--- config.mk ---
export PLATFORM = sky130hd
export DESIGN_NAME = spi_recv_sipo
export DESIGN_NICKNAME = d
export VERILOG_FILES = /design/src/rtl/spi_recv_sipo_pkg.sv /design/src/rtl/spi_recv_sipo_sync.sv /design/src/rtl/spi_recv_sipo.sv
export SDC_FILE = /design/constraint.sdc
export NUM_CORES = 1
export LEC_CHECK = 0
export CORE_MARGIN = 5
export CORE_UTILIZATION = 49
export CTS_BUF_LIST = sky130_fd_sc_hd__clkbuf_4 sky130_fd_sc_hd__clkbuf_8
export DETAILED_ROUTE_END_ITERATION = 8
export PLACE_DENSITY = 0.85
export SYNTH_ARGS = -nofsm -noshare
export SYNTH_HDL_FRONTEND = slang
export SYNTH_SLANG_ARGS = --single-unit
--- constraint.sdc ---
create_clock -name clk_in -period 2.1 [get_ports clk_in]
set_input_delay 0.42 -clock clk_in [delete_from_list [all_inputs] [get_ports clk_in]]
set_output_delay 0.42 -clock clk_in [all_outputs]
set_load 0.01 [all_outputs]
--- src/rtl/spi_recv_sipo_pkg.sv ---
// spi_recv_sipo_pkg: shared FSM state encoding and default frame length
package spi_recv_sipo_pkg;
  localparam int SPI_COUNT = 5;
  typedef enum logic [1:0] {
    IDLE  = 2'b00,
    SHIFT = 2'b01,
    DONE  = 2'b10,
    ERROR = 2'b11
  } state_t;
endpackage

--- src/rtl/spi_recv_sipo_sync.sv ---
// spi_recv_sipo_sync: 2-flop synchronizer plus previous-value flop for edge detection
module spi_recv_sipo_sync (
  input  logic clk_in,
  input  logic reset,
  input  logic d,
  output logic synced,
  output logic rise,
  output logic fall
);
  logic [2:0] q;
  always_ff @(posedge clk_in) begin
    if (reset) q <= '0;
    else q <= {q[1:0], d};
  end
  assign synced = q[1];
  assign rise = ~q[2] & q[1];
  assign fall = q[2] & ~q[1];
endmodule

--- src/rtl/spi_recv_sipo.sv ---
// spi_recv_sipo: SPI slave receiver, MSB-first frames delivered on a valid/ack parallel port
module spi_recv_sipo
  import spi_recv_sipo_pkg::*;
#(
  parameter int spi_count = SPI_COUNT
) (
  input  logic                             clk_in,
  input  logic                             reset,
  input  logic                             cs,
  input  logic                             sclk,
  input  logic                             si,
  output logic [spi_count-1:0]             po,
  output logic                             po_valid,
  input  logic                             po_ack,
  output logic                             busy,
  output logic [$clog2(spi_count+1)-1:0]   bit_cnt,
  output logic                             error,
  output logic                             overrun,
  output logic [1:0]                       state
);
  localparam int CW = $clog2(spi_count+1);
  localparam logic [CW-1:0] LAST = CW'(spi_count-1);
  state_t st;
  logic [spi_count-2:0] shift_reg;
  logic [spi_count-1:0] word;
  logic [1:0] si_sync;
  logic cs_synced, cs_rise, cs_fall, sclk_rise, sclk_synced_unused, sclk_fall_unused;
  spi_recv_sipo_sync u_cs (
    .clk_in(clk_in), .reset(reset), .d(cs),
    .synced(cs_synced), .rise(cs_rise), .fall(cs_fall)
  );
  spi_recv_sipo_sync u_sclk (
    .clk_in(clk_in), .reset(reset), .d(sclk),
    .synced(sclk_synced_unused), .rise(sclk_rise), .fall(sclk_fall_unused)
  );
  always_ff @(posedge clk_in) begin
    if (reset) si_sync <= '0;
    else si_sync <= {si_sync[0], si};
  end
  assign word = {shift_reg, si_sync[1]};
  assign busy = st == SHIFT || st == DONE;
  assign state = st;
  always_ff @(posedge clk_in) begin
    if (reset) begin
      st <= IDLE;
      shift_reg <= '0;
      bit_cnt <= '0;
      po <= '0;
      po_valid <= 1'b0;
      error <= 1'b0;
      overrun <= 1'b0;
    end else begin
      if (po_valid && po_ack) po_valid <= 1'b0;
      case (st)
        IDLE: if (cs_fall) begin
          st <= SHIFT;
          shift_reg <= '0;
          bit_cnt <= '0;
          error <= 1'b0;
        end
        SHIFT: if (cs_rise) begin
          // a rise coinciding with the last sclk edge still aborts the frame
          st <= bit_cnt == '0 ? IDLE : ERROR;
          error <= bit_cnt != '0;
        end else if (sclk_rise) begin
          shift_reg <= word[spi_count-2:0];
          bit_cnt <= bit_cnt + 1'b1;
          if (bit_cnt == LAST) begin
            st <= DONE;
            if (!po_valid || po_ack) begin
              po <= word;
              po_valid <= 1'b1;
            end else overrun <= 1'b1;
          end
        end
        DONE: if (cs_rise) st <= IDLE;
        else if (sclk_rise && !cs_synced) begin
          st <= ERROR;
          error <= 1'b1;
        end
        // leave once cs is released, so a rise consumed on entry still exits
        ERROR: if (cs_synced) st <= IDLE;
        default: st <= IDLE;
      endcase
    end
  end
endmodule

After elaboration in Yosys (flattened, before gate mapping):

Index checks and enable logic that the tools add are counted.
W data, S select, Z words.

* register bits after elaboration: 25
* word-level logic and storage cells: 77
* bits of input ports: 6

* reductions and logical operators: 16
* $add $sub $neg: 1
* bitwise gates (word level): 8
* multiplexer cells: 28
* equal/unequal tests: 14

Operator list (count)
* $reduce_and A5 Y1: 4
* $mux W2: 8
* $mux W4: 3
* $mux W1: 10
* $ne A2 B2 Y1 const B: 5
* $mux W3: 3
* $pmux W2 S4: 1
* $pmux W4 S2: 1
* $ne A3 B2 Y1 const B: 2
* $pmux W3 S2: 1
* $reduce_bool A3 Y1: 2
* $not A1 Y1: 5
* $eq A2 B2 Y1 const B: 2
* $ne A2 B1 Y1 const B: 2
* $reduce_and A4 Y1: 1
* $add A3 B1 Y3 const B: 1
* $and A1 B1 Y1: 3
* $eq A3 B3 Y1 const B: 1
* $logic_not A3 Y1: 1
* $ne A3 B3 Y1 const B: 1
* $pmux W1 S3: 1
* $eq A2 B1 Y1 const B: 1
* $logic_and A1 B1 Y1: 2
* $logic_not A1 Y1: 2
* other kinds (3): 4

Longest topological paths before layout:

* depth in word-level cells: 7
* depth in mapped cells: 8

Modules after synthesis:

From an unflattened synthesis, not the netlist that was laid out.

* cell total of the unflattened synthesis: 125
* area, all modules: 1177.4 µm²

Modules (own cells, without submodules)
* spi_recv_sipo: seq. area each 380.4 µm², cells an instance 109, instances 1, area each 994.7 µm²
* spi_recv_sipo_sync: seq. area each 60.1 µm², cells an instance 8, instances 2, area each 91.3 µm²

Least setup slack after synthesis:

OpenSTA, ideal clock, no wires.

* path kind: flip-flop to flip-flop
* from: register st[1] (netlist: state[1])
* to: register st[0] (netlist: state[0])
* slack: 0.217 ns
* required time: 1.969 ns
* arrival time: 1.753 ns
* buffers on the path: 0
* stages on the path, launching flop included: 8
* path through: dfxtp_1 > inv_1 > ha_1 > a21boi_1 > a221o_1 > a211oi_2 > o21ai_0 > nor3b_2

* cells in the longest elaborated chain, start to end: 3
* elaborated cells on any way between the ends: 11
* classes of those cells: 8 x eq/ne; 1 x mux; 2 x reduce/logical

Ends and longest elaborated chain
* start: declaration: RTL line spi_recv_sipo.sv:23 `state_t st;`
* start signal: assignment: RTL line spi_recv_sipo.sv:63 `st <= bit_cnt == '0 ? IDLE : ERROR;`
* $eq A2 B2 Y1, or another cell as far along: RTL line spi_recv_sipo.sv:54 `case (st)`
* $ne A3 B2 Y1 (no line), or another cell as far along
* $reduce_and A5 Y1 (no line)

Parallel ways exist; a longest one is shown, timed or not.
A chain may end at the register's enable or synchronous reset.

Final worst setup path:

Same ends and word-level chain as after synthesis.

==> results.cfg <==
[run_status]
status = finished clean

[cells_and_area]
drive_above_1_share_pct = 9.46
antennaDiodeCount = 0
fin_area_sq_um = 1430
nets = 164
largest_reg_flops = 5
area_delta_synth_final_pct = 23.8

[clocking]
cts_setup_buffers = 0
clkLatencyLatePin_ns = 0.31
cts-buffers-inserted = 3
path_clk_slew_ns = 0.13
cts_tree = yes
cts_root_buf = clkbuf_4
cts_buffer_depth = 2
cts.sinks = 25
cts_max_level = 1
cts-hold-fix-buffers = 0

[floorplanning]
initial_core_util_pct = 51.6
rows = 17
pin_count = 20
die_h_um = 58.5
design.core.area_sq_um = 2230
die_w_um = 58.5
dieArea_sq_um = 3420

[worst_hold_path]
min_path_type = reg2reg
hold_start = u_cs.q[0]

[sta]
rsz0062_at_grt = no
period_share_pct = 92.2
worst_pin_slew_ns = 0.382
finalSetupTns_ns = 0
slew_violations = 0
hold_viol_final = 0
fmax_ghz = 0.516
fin_ws_ns = 0.163
slew_headroom_pct = 74.5
setup_violations = 0
skew_ns = 0.00381
fin_crit_ns = 1.94

[route]
wl_per_cell_um = 13.1
route.vias.total = 975
route.detailed.vias_per_inst = 5.54
drcViolationCount = 0
drt_iter0_markers = 37
wl_um = 2310
antenna_left = 0
first_pass_iters = 4

[yosys]
netlist_area_sq_um = 1150
syn_area_per_cell_sq_um = 9.15
ys_ff_latch = 25
synthesis.nets = 141
yosys_warnings = 0
synth_cells = 126
synth.distinct_cells = 28
synth-seq-area-share_pct = 43.4

[placement]
dpl_cell_area_sq_um = 1390
port_buffers = 19
dp_hpwl_um = 1840
routabilityCongestion = 0.915
pre_cts_ws_ns = 0.105

[global_route]
grt_max_degree = 15
grt_pass1_wl_um = 3920
antenna_found_initial = 0
grt.overflow.total = 0
grt_pass1_vias = 930
track_usage_pct = 14.5

[worst_setup_path]
path_max_fanout = 7
worstSetupPathType = reg2reg
end_kind = flip-flop
arrival_ns = 2.15
slowest_delay_ns = 0.39
crit_buf_inv = 1
cp_cell_sequence = inv_1 -> ha_1 -> a21boi_1 -> a221o_1 -> a211oi_2 -> o21ai_0 -> nor3b_2
crit_start = state[1]
worst_setup_path_start_kind = flip-flop
worst_path_max_delay_cell = dfxtp_4
r2r-start = state[1]
crit_required_ns = 2.32
cp_top_family = compound AO/OA/AOI/OAI gates

[power_and_ir_drop]
p_per_area_nw_per_um2 = 719
p_leak_nw = 0.586
peakVddDrop_v = 0.000501

[run]
maxCapViolCount = 0
## routing by layer
metal  wire length, um  vias to the layer above  global-route usage (%)  part of all wire [%]
met3               165                        0                    3.29                   7.1
met5                 0                        -                       0                     0
met4                 0                        0                    4.97                     0
li1                  -                      483                       -                     -
met2              1210                       39                    24.4                    52
met1               936                      453                    18.0                    40
## final timing paths
kind	end	slack [ns]	depth (start not counted)
worst min register to register	u_cs.q[1]	0.46	1
worst max-delay path	state[0]	0.16	7
worst max register to register	state[0]	0.16	7
worst min-delay path	u_cs.q[1]	0.46	1
## timing repair
action / in CTS / in global routing
resized for setup: 3 / 2
cloned: 0 / 0
endpoints found under the setup margin: 1 / 1
## per-stage QoR
stage	hold slack (ns)	instances	utilization [%]	power (mW)
3_3_place_gp	0.418	172	62.2	0.806
5_1_grt	0.472	176	63.9	1.09
3_5_place_dp	0.427	172	62.2	0.821
4_1_cts	0.461	176	63.6	1.04
6_report	0.458	176	63.9	1.03
2_1_floorplan	0.414	126	-	0.724
## cell usage in the layout, fill, tap and decap left out, types with 3 or more instances in the layout
cell,instances
mux2i_1,7
inv_1,6
a21oi_1,10
nor2b_1,10
nand4_1,5
buf_4,4
clkdlybuf4s50_1,18
nor2_1,11
dfxtp_1,23
nand2b_1,4
nor3_1,3
ha_1,9
o21ai_0,3
nand2_1,9
clkbuf_4,3
## synthesized netlist by cell type
cell,n,area [sq um]
and3_1,1,6.26
a211oi_2,2,25.0
a21oi_1,10,50.1
ha_1,9,113
nor3_1,3,15.0
mux2i_1,7,70.1
a221o_1,1,10.0
nor2_1,11,41.3
dfxtp_1,25,500
nor3b_1,1,7.51
nor3b_2,1,12.5
nand2_1,9,33.8
clkbuf_1,5,18.8
a41oi_1,1,8.76
a211oi_1,2,15.0
inv_1,6,22.5
xor2_1,1,8.76
nand4_1,5,31.3
nand3_1,2,10.0
nand2b_1,4,25.0
a31oi_1,1,6.26
a21oi_2,1,8.76
a21boi_1,1,7.51
nor2b_1,10,62.6
or3b_1,1,8.76
o21ai_1,2,10.0
o21ai_0,3,15.0
o41ai_1,1,8.76
## worst reg2reg max path, cell delays in order (launching register included)
cell	delay, ns
dfxtp_4	0.39
inv_1	0.10
ha_1	0.28
a21boi_1	0.16
a221o_1	0.31
a211oi_2	0.32
o21ai_0	0.12
nor3b_2	0.16
## area by class of cell
type	instances	area, sq um
Inverter	6	22.5
Fill cell	186	807
Clock buffer	3	22.5
Tap cell	28	35.0
Clock inverter	1	5.00
Timing Repair Buffer	23	223
Sequential cell	25	508
Multi-Input combinational cell	90	611
## logic make-up (layout without fill, tap and decap cells)
group,Yosys count,after routing,synth area share [%]
AOI/OAI and AO/OA,25,25,14.3
xor gates and xnor gates,1,1,0.760
adders and majority gates,9,9,9.77
buffers and inverters,11,33,3.58
DFF,25,25,43.4
muxes,7,7,6.08
and+or+nand+nor,48,48,22.0
## power by group
group          total [mW]  internal, mW  leakage [nW]  switching (mW)
Sequential          0.514         0.493         0.204          0.0203
Combinational       0.301         0.136         0.364           0.165
Clock               0.211        0.0712        0.0177           0.140
Total                1.03         0.701         0.586           0.326
Power figures use the tool's default switching activity.
